$ cat src/rtl/pcntr.sv
`timescale 1ns/1ps
// pcntr -- parameterised up/down pulse counter.
//
// Counts enabled count events (level or rising-edge qualified) up or down,
// either wrapping or saturating at the range limits, and reports each
// boundary hit with a one-cycle pulse and a sticky flag.
//
// Parameters
//   W     counter width in bits (2..32)
//   SAT   0 = wrap at boundary, 1 = saturate (hold) at boundary
//   EDGE  0 = one count per enabled cycle with i_in high,
//         1 = one count per rising edge of i_in
//
// Ports
//   i_clk       clock, all state changes on its rising edge
//   i_rst_n     asynchronous active-low reset
//   i_in        count request
//   i_en        count enable
//   i_dir       1 = count up, 0 = count down
//   i_ld        synchronous load strobe (overrides counting)
//   i_ld_val    load value
//   i_clr_flw   clears the sticky boundary flag (a new boundary wins)
//   o_out       registered count value
//   o_flw       registered one-cycle boundary pulse
//   o_flw_stky  registered sticky boundary flag
//   o_zero      high whenever o_out is zero
module pcntr #(
  parameter int W    = 4,
  parameter int SAT  = 0,
  parameter int EDGE = 0
) (
  input  logic         i_clk,
  input  logic         i_rst_n,
  input  logic         i_in,
  input  logic         i_en,
  input  logic         i_dir,
  input  logic         i_ld,
  input  logic [W-1:0] i_ld_val,
  input  logic         i_clr_flw,
  output logic [W-1:0] o_out,
  output logic         o_flw,
  output logic         o_flw_stky,
  output logic         o_zero
);

  localparam logic [W-1:0] CNT_MAX  = {W{1'b1}};
  localparam logic [W-1:0] CNT_ZERO = {W{1'b0}};
  localparam logic [W-1:0] CNT_ONE  = {{(W-1){1'b0}}, 1'b1};

  logic         in_q;
  logic         cev;
  logic         at_bound;
  logic         bnd;
  logic [W-1:0] cnt_nxt;
  logic         stky_nxt;

  // Count event qualification: level mode or rising-edge mode.
  always_comb begin
    cev = 1'b0;
    if (EDGE != 0) begin
      cev = i_en & i_in & ~in_q;
    end else begin
      cev = i_en & i_in;
    end
  end

  // Next count value and boundary detection; load overrides any count event.
  always_comb begin
    at_bound = 1'b0;
    bnd      = 1'b0;
    cnt_nxt  = o_out;
    if (i_dir) begin
      at_bound = (o_out == CNT_MAX);
    end else begin
      at_bound = (o_out == CNT_ZERO);
    end
    if (i_ld) begin
      cnt_nxt = i_ld_val;
      bnd     = 1'b0;
    end else if (cev) begin
      bnd = at_bound;
      if (at_bound && (SAT != 0)) begin
        cnt_nxt = o_out;
      end else if (i_dir) begin
        // modulo-2^W add gives the 2^W-1 -> 0 wrap for free
        cnt_nxt = o_out + CNT_ONE;
      end else begin
        // modulo-2^W subtract gives the 0 -> 2^W-1 wrap for free
        cnt_nxt = o_out - CNT_ONE;
      end
    end else begin
      cnt_nxt = o_out;
      bnd     = 1'b0;
    end
  end

  // Sticky flag: a boundary in the same cycle beats a clear request.
  always_comb begin
    stky_nxt = o_flw_stky;
    if (bnd) begin
      stky_nxt = 1'b1;
    end else if (i_clr_flw) begin
      stky_nxt = 1'b0;
    end else begin
      stky_nxt = o_flw_stky;
    end
  end

  // State registers: input history, count, and boundary flags.
  always_ff @(posedge i_clk or negedge i_rst_n) begin
    if (!i_rst_n) begin
      in_q       <= 1'b0;
      o_out      <= CNT_ZERO;
      o_flw      <= 1'b0;
      o_flw_stky <= 1'b0;
    end else begin
      in_q       <= i_in;
      o_out      <= cnt_nxt;
      o_flw      <= bnd;
      o_flw_stky <= stky_nxt;
    end
  end

  // Zero decode of the count register.
  assign o_zero = (o_out == CNT_ZERO);

endmodule

$ cat config.mk
export PLATFORM = sky130hd
export DESIGN_NAME = pcntr
export DESIGN_NICKNAME = d
export VERILOG_FILES = /design/src/rtl/pcntr.sv
export SDC_FILE = /design/constraint.sdc
export NUM_CORES = 1
export LEC_CHECK = 0
export BUFFER_PORTS_ARGS = -buffer_cell sky130_fd_sc_hd__buf_2
export CAP_MARGIN = 20
export CORE_AREA = 2 2 39 41
export DETAILED_ROUTE_END_ITERATION = 7
export DIE_AREA = 0 0 41 43
export GPL_TIMING_DRIVEN = 0
export PLACE_DENSITY = 0.55
export SYNTH_ARGS = -nofsm -noshare
export SYNTH_HDL_FRONTEND = slang
export SYNTH_SLANG_ARGS = --single-unit
$ cat constraint.sdc
create_clock -name i_clk -period 3 [get_ports i_clk]
set_input_delay 0.3 -clock i_clk [delete_from_list [all_inputs] [get_ports i_clk]]
set_output_delay 0.3 -clock i_clk [all_outputs]
set_load 0.05 [all_outputs]
## After elaboration in Yosys (flattened, before gate mapping)

Cells that the tools add are included.

| word-level totals | value |
|---|---|
| input bits | 11 |
| word-level logic and storage cells | 18 |
| output and inout bits | 7 |
| flip-flop bits (word level) | 6 |

| cells by class | value |
|---|---|
| add/subtract/negate cells | 2 |
| eq/ne operators | 1 |
| reduce and logical (&&, ||, !) cells | 3 |
| muxes and demuxes | 8 |
| bitwise operators | 1 |

Operators by type and width:

| cell | count |
|---|---|
| $mux 4 | 3 |
| $mux 1 | 5 |
| $add 4x1->4 const B | 1 |
| $eq 4x4->1 const B | 1 |
| $logic_not 4->1 | 1 |
| $reduce_bool 2->1 | 2 |
| $sub 4x1->4 const B | 1 |
| $and 1x1->1 | 1 |

## Logic depth before layout (Yosys ltp)

| logic depth | value |
|---|---|
| depth in word-level cells | 5 |
| gate-level depth with buffers | 6 |
| gate-level depth less buffers | 6 |

## Worst setup path before layout

Ideal clock, no wire load.

| path | value |
|---|---|
| path kind | flip-flop to flip-flop |
| start point | register o_out[0] |
| end point | register o_flw_stky |
| stages on the path, launching flop included | 4 |
| setup slack | 1.102 ns |
| path buffers | 0 |
| clock period less this slack | 1.898 ns |
| data required time | 2.904 ns |
| setup time | 0.096 ns |
| arrival | 1.802 ns |
| cell sequence | dfrtp_1 nor4_4 a21oi_2 o32ai_2 |

| on the way | value |
|---|---|
| cells in the longest elaborated chain, start to end | 5 |
| elaborated cells between the ends (all ways) | 7 |
| those cells by class | eq/ne (1); mux (4); reduce/logical (2) |

RTL lines:

| element | RTL line | RTL |
|---|---|---|
| start: declaration | 40 | `output logic [W-1:0] o_out,` |
| start signal: assignment | 118 | `o_out <= cnt_nxt;` |
| $logic_not 4->1 * | -- |  |
| net o_zero | 43 | `output logic o_zero` |
| $mux 1 * | 72 | `if (i_dir) begin` |
| $mux 1 * | 80 | `end else if (cev) begin` |
| $mux 1 * | 77 | `if (i_ld) begin` |
| $mux 1 / $reduce_bool 2->1 (equally long branches) | -- |  |
| end signal: assignment | 120 | `o_flw_stky <= stky_nxt;` |
| end: declaration | 42 | `output logic o_flw_stky,` |

Mark *: on every way through the listed nets, which the timed path passes. The rest lies on a longest branch.
A chain may end at the register's enable or synchronous reset.

## Final worst setup path

| path | value |
|---|---|
| start point | register o_out[0] |
| end point | output port o_zero |

| on the way | value |
|---|---|
| cells in the longest elaborated chain, start to end | 1 |

RTL lines:

| element | RTL line | RTL |
|---|---|---|
| $logic_not 4->1 | 125 | `assign o_zero = (o_out == CNT_ZERO);` |
| end: declaration | 43 |  |

Every way passes these cells.

==> results.rst <==
.. list-table::
   :header-rows: 1

   * - Metric
     - Value
   * - Shortest clock period the worst path allows after layout
     - about 1700 ps
   * - RSZ-0062 raised after global routing
     - false
   * - Via/cell ratio
     - approximately 4.7
   * - Distinct cells, synth
     - 24
   * - Antenna violation net count after detailed routing
     - 0
   * - Total count of hold-check failures in the final report
     - 0
   * - Proportion of synthesized chip area in sequential cells
     - a little over a third
   * - Total CTS buffers
     - 3
   * - Maximum resistive drop on vdd
     - 0.329 mV
   * - Leak Pwr
     - roughly 0.27 nW
   * - Post-cts sizing count
     - 0
   * - Met3 Usage GRT
     - 6.28%
   * - Total grt overflow
     - 0
   * - WP data required
     - 2700 ps
   * - Most common library cell in the layout ignoring fill and taps
     - sky130_fd_sc_hd__buf_2
   * - H-tree depth reported by CTS
     - 1
   * - Clock Sink Count
     - 6
   * - Pin count of the biggest net entering global routing
     - 11
   * - Met1 global-route usage
     - ~17%
   * - HPWL after detailed placement
     - slightly below 700 microns
   * - Highest-count cells in the layout ignoring fill and taps
     - sky130_fd_sc_hd__buf_2, sky130_fd_sc_hd__dfrtp_1, sky130_fd_sc_hd__nand2_1, sky130_fd_sc_hd__nor2_1
   * - Net count reported at finish
     - 80
   * - Area of the die
     - around 0.0018 sq mm
   * - Footprint of the multi-input gates
     - 244 sq um
   * - Layout overhead on the synthesized area
     - 33.5%
   * - Setup bufs post-CTS
     - 0
   * - Status
     - finished clean
   * - Capturing element type of the critical path
     - output pin
   * - Share of the clock period used by the worst path after layout
     - approximately 56%
   * - Worst Tran Pin Value
     - 332 ps
   * - Total number of vias
     - 372
   * - Die boundary width
     - slightly above 40 microns
   * - RePlAce Congestion
     - 0.642
   * - Element type at the critical path start
     - flop
   * - Overall fraction of global-route tracks in use
     - approximately 11%
   * - Post-synth net total
     - 57
   * - Largest fanout on the critical path
     - 6
   * - Global-route layer with the greatest usage
     - met1
   * - Diode count
     - 0
   * - Final Util
     - about two fifths
   * - Data arrival time of the worst path
     - roughly 1400 ps
   * - Kind of path behind the tightest hold check
     - primary input to flop
   * - Number of rows in the core area
     - 14
   * - Residual DRC
     - 0
   * - Share of cells above drive strength 1
     - about two fifths
   * - Detailed-route wire length per cell
     - about 11 microns
   * - Number of flip-flops and latches in the synthesized netlist
     - 6
   * - Core Footprint
     - around 0.0014 sq mm
   * - Clock-pin slew reported for the worst setup and hold paths after clock tree synthesis
     - about 50 ps
   * - Synthesized area per cell
     - 9.54 sq um
   * - Tightest slew margin relative to the limit
     - about 80%
   * - Global-route track usage on met2
     - between 10 and 15%
   * - CTS tree
     - yes
   * - Clk_lat worst skew
     - 250 ps
   * - Number of global-route vias before repair
     - 300
   * - Clock tree skew after final layout
     - around 6.8 ps
   * - Filler cells
     - about 140
   * - Max capacitance violation total
     - 0
   * - Cells after Synth
     - 43
   * - Starting DRC count in detailed routing
     - 5
   * - Final setup violation count
     - 0
   * - Die height
     - roughly 43 microns
   * - Combined flip-flop and latch cell area
     - between 150 and 200 sq um
   * - Post-Synthesis Cell Area
     - about 400 sq um
   * - Starting utilization of the core area
     - between 20% and 30%
   * - Setup slack, reg-to-reg
     - ~1500 ps
   * - Boundary Pins
     - 18
   * - First drt pass iteration count
     - 3
   * - Highest clock rate
     - ~600 MHz
   * - Setup_tns
     - 0 ps
   * - Initial antenna violation count
     - 0
   * - Number of slew-limit violations in the final report
     - 0
   * - Number of buffer cells added on primary ports
     - 17
   * - Ys Warns
     - 0
   * - Type of the worst setup path
     - flop to output pin
   * - Clock Path Buffers
     - 2
   * - Routed Wire Length
     - slightly below 900 microns
   * - Power per cell area
     - roughly 500 mW/mm^2
   * - Global-route wire length before repair
     - 1310 microns
   * - Library cell used as clock root buffer
     - sky130_fd_sc_hd__clkbuf_4
==> cell usage after synthesis (all sizes together) <==
master | count | area share, %
xor2 | 1 | 2.1
nand4 | 1 | 1.5
xnor2 | 1 | 2.1
dfrtp | 6 | 37
buf | 1 | 1.2
nor4 | 1 | 5.2
nor3 | 2 | 2.4
o32ai | 1 | 4.0
nor2 | 4 | 3.7
a211oi | 1 | 1.8
a22oi | 1 | 1.8
a31oi | 1 | 1.5
o21bai | 1 | 1.8
ha | 2 | 6.1
nand2 | 5 | 4.6
inv | 3 | 2.7
mux2i | 1 | 2.4
nand4bb | 1 | 2.7
a21oi | 3 | 4.6
nand3 | 2 | 2.4
o21ai | 3 | 3.7
fa | 1 | 4.9
==> registers in the layout, summed over array words and instances, names as in the netlist <==
signal	cells
o_flw_stky	1
o_out	4
o_flw	1
==> cells by family after synthesis <==
group / share of synthesized area [%]
XOR/XNOR: 4.27
AND/OR/NAND/NOR: 22.6
buffers and inverters: 3.96
adder cells (fa/ha/maj): 11.0
flip-flops: 36.6
AO/OA/AOI/OAI: 19.2
multiplexers: 2.44
==> per-stage QoR <==
stage          power (mW)  area, sq um  setup slack [ps]  hold slack (ps)  std cells
2_1_floorplan       0.180          410              1100             4.41         43
3_3_place_gp        0.206          515              1510              128         76
3_5_place_dp        0.208          515              1490              128         76
4_1_cts             0.284          548              1310              248         80
5_1_grt             0.303          548              1260              251         80
6_report            0.282          548              1330              251         80
==> layer usage <==
metal / part of all wire (%) / vias up
met5: 0 / -
met4: 0 / 0
met3: 6.2 / 0
met2: 44 / 13
met1: 50 / 162
li1: - / 197
==> final timing paths <==
check	start	endpoint	cells after the start
max in group asynchronous	i_rst_n	o_out[1]	2
min in group asynchronous	i_rst_n	o_out[3]	2
min	i_clr_flw	o_flw_stky	2
max reg2reg	o_out[2]	o_out[3]	5
max	o_out[0]	o_zero	2
min reg2reg	o_flw_stky	o_flw_stky	2
==> what timing repair did <==
item	in CTS	in global routing
hold endpoints to repair	6	0
hold buffers	1	0
setup endpoints to repair	0	0
==> cell type report <==
class / instances / share of cell area, %
sequential: 6 / 27.4
inverter: 3 / 2.05
buffer: 1 / 0.913
timing repair buffer: 18 / 17.4
multi-input combinational: 33 / 44.5
tap: 16 / 3.65
clock buffer: 3 / 4.11
==> critical path, stage by stage, from the launching register on <==
cell                      delay, ps
sky130_fd_sc_hd__dfrtp_1        470
sky130_fd_sc_hd__nor4_4         350
sky130_fd_sc_hd__buf_2          310
==> where the power goes <==
group | leakage [nW] | internal (mW) | switching, mW | total (mW)
sequential | 0.0760 | 0.0891 | 0.0157 | 0.105
combinational | 0.178 | 0.0355 | 0.0673 | 0.103
clock | 0.0138 | 0.0452 | 0.0288 | 0.0740
total | 0.268 | 0.170 | 0.112 | 0.282
(Power assumes the default switching activity.)
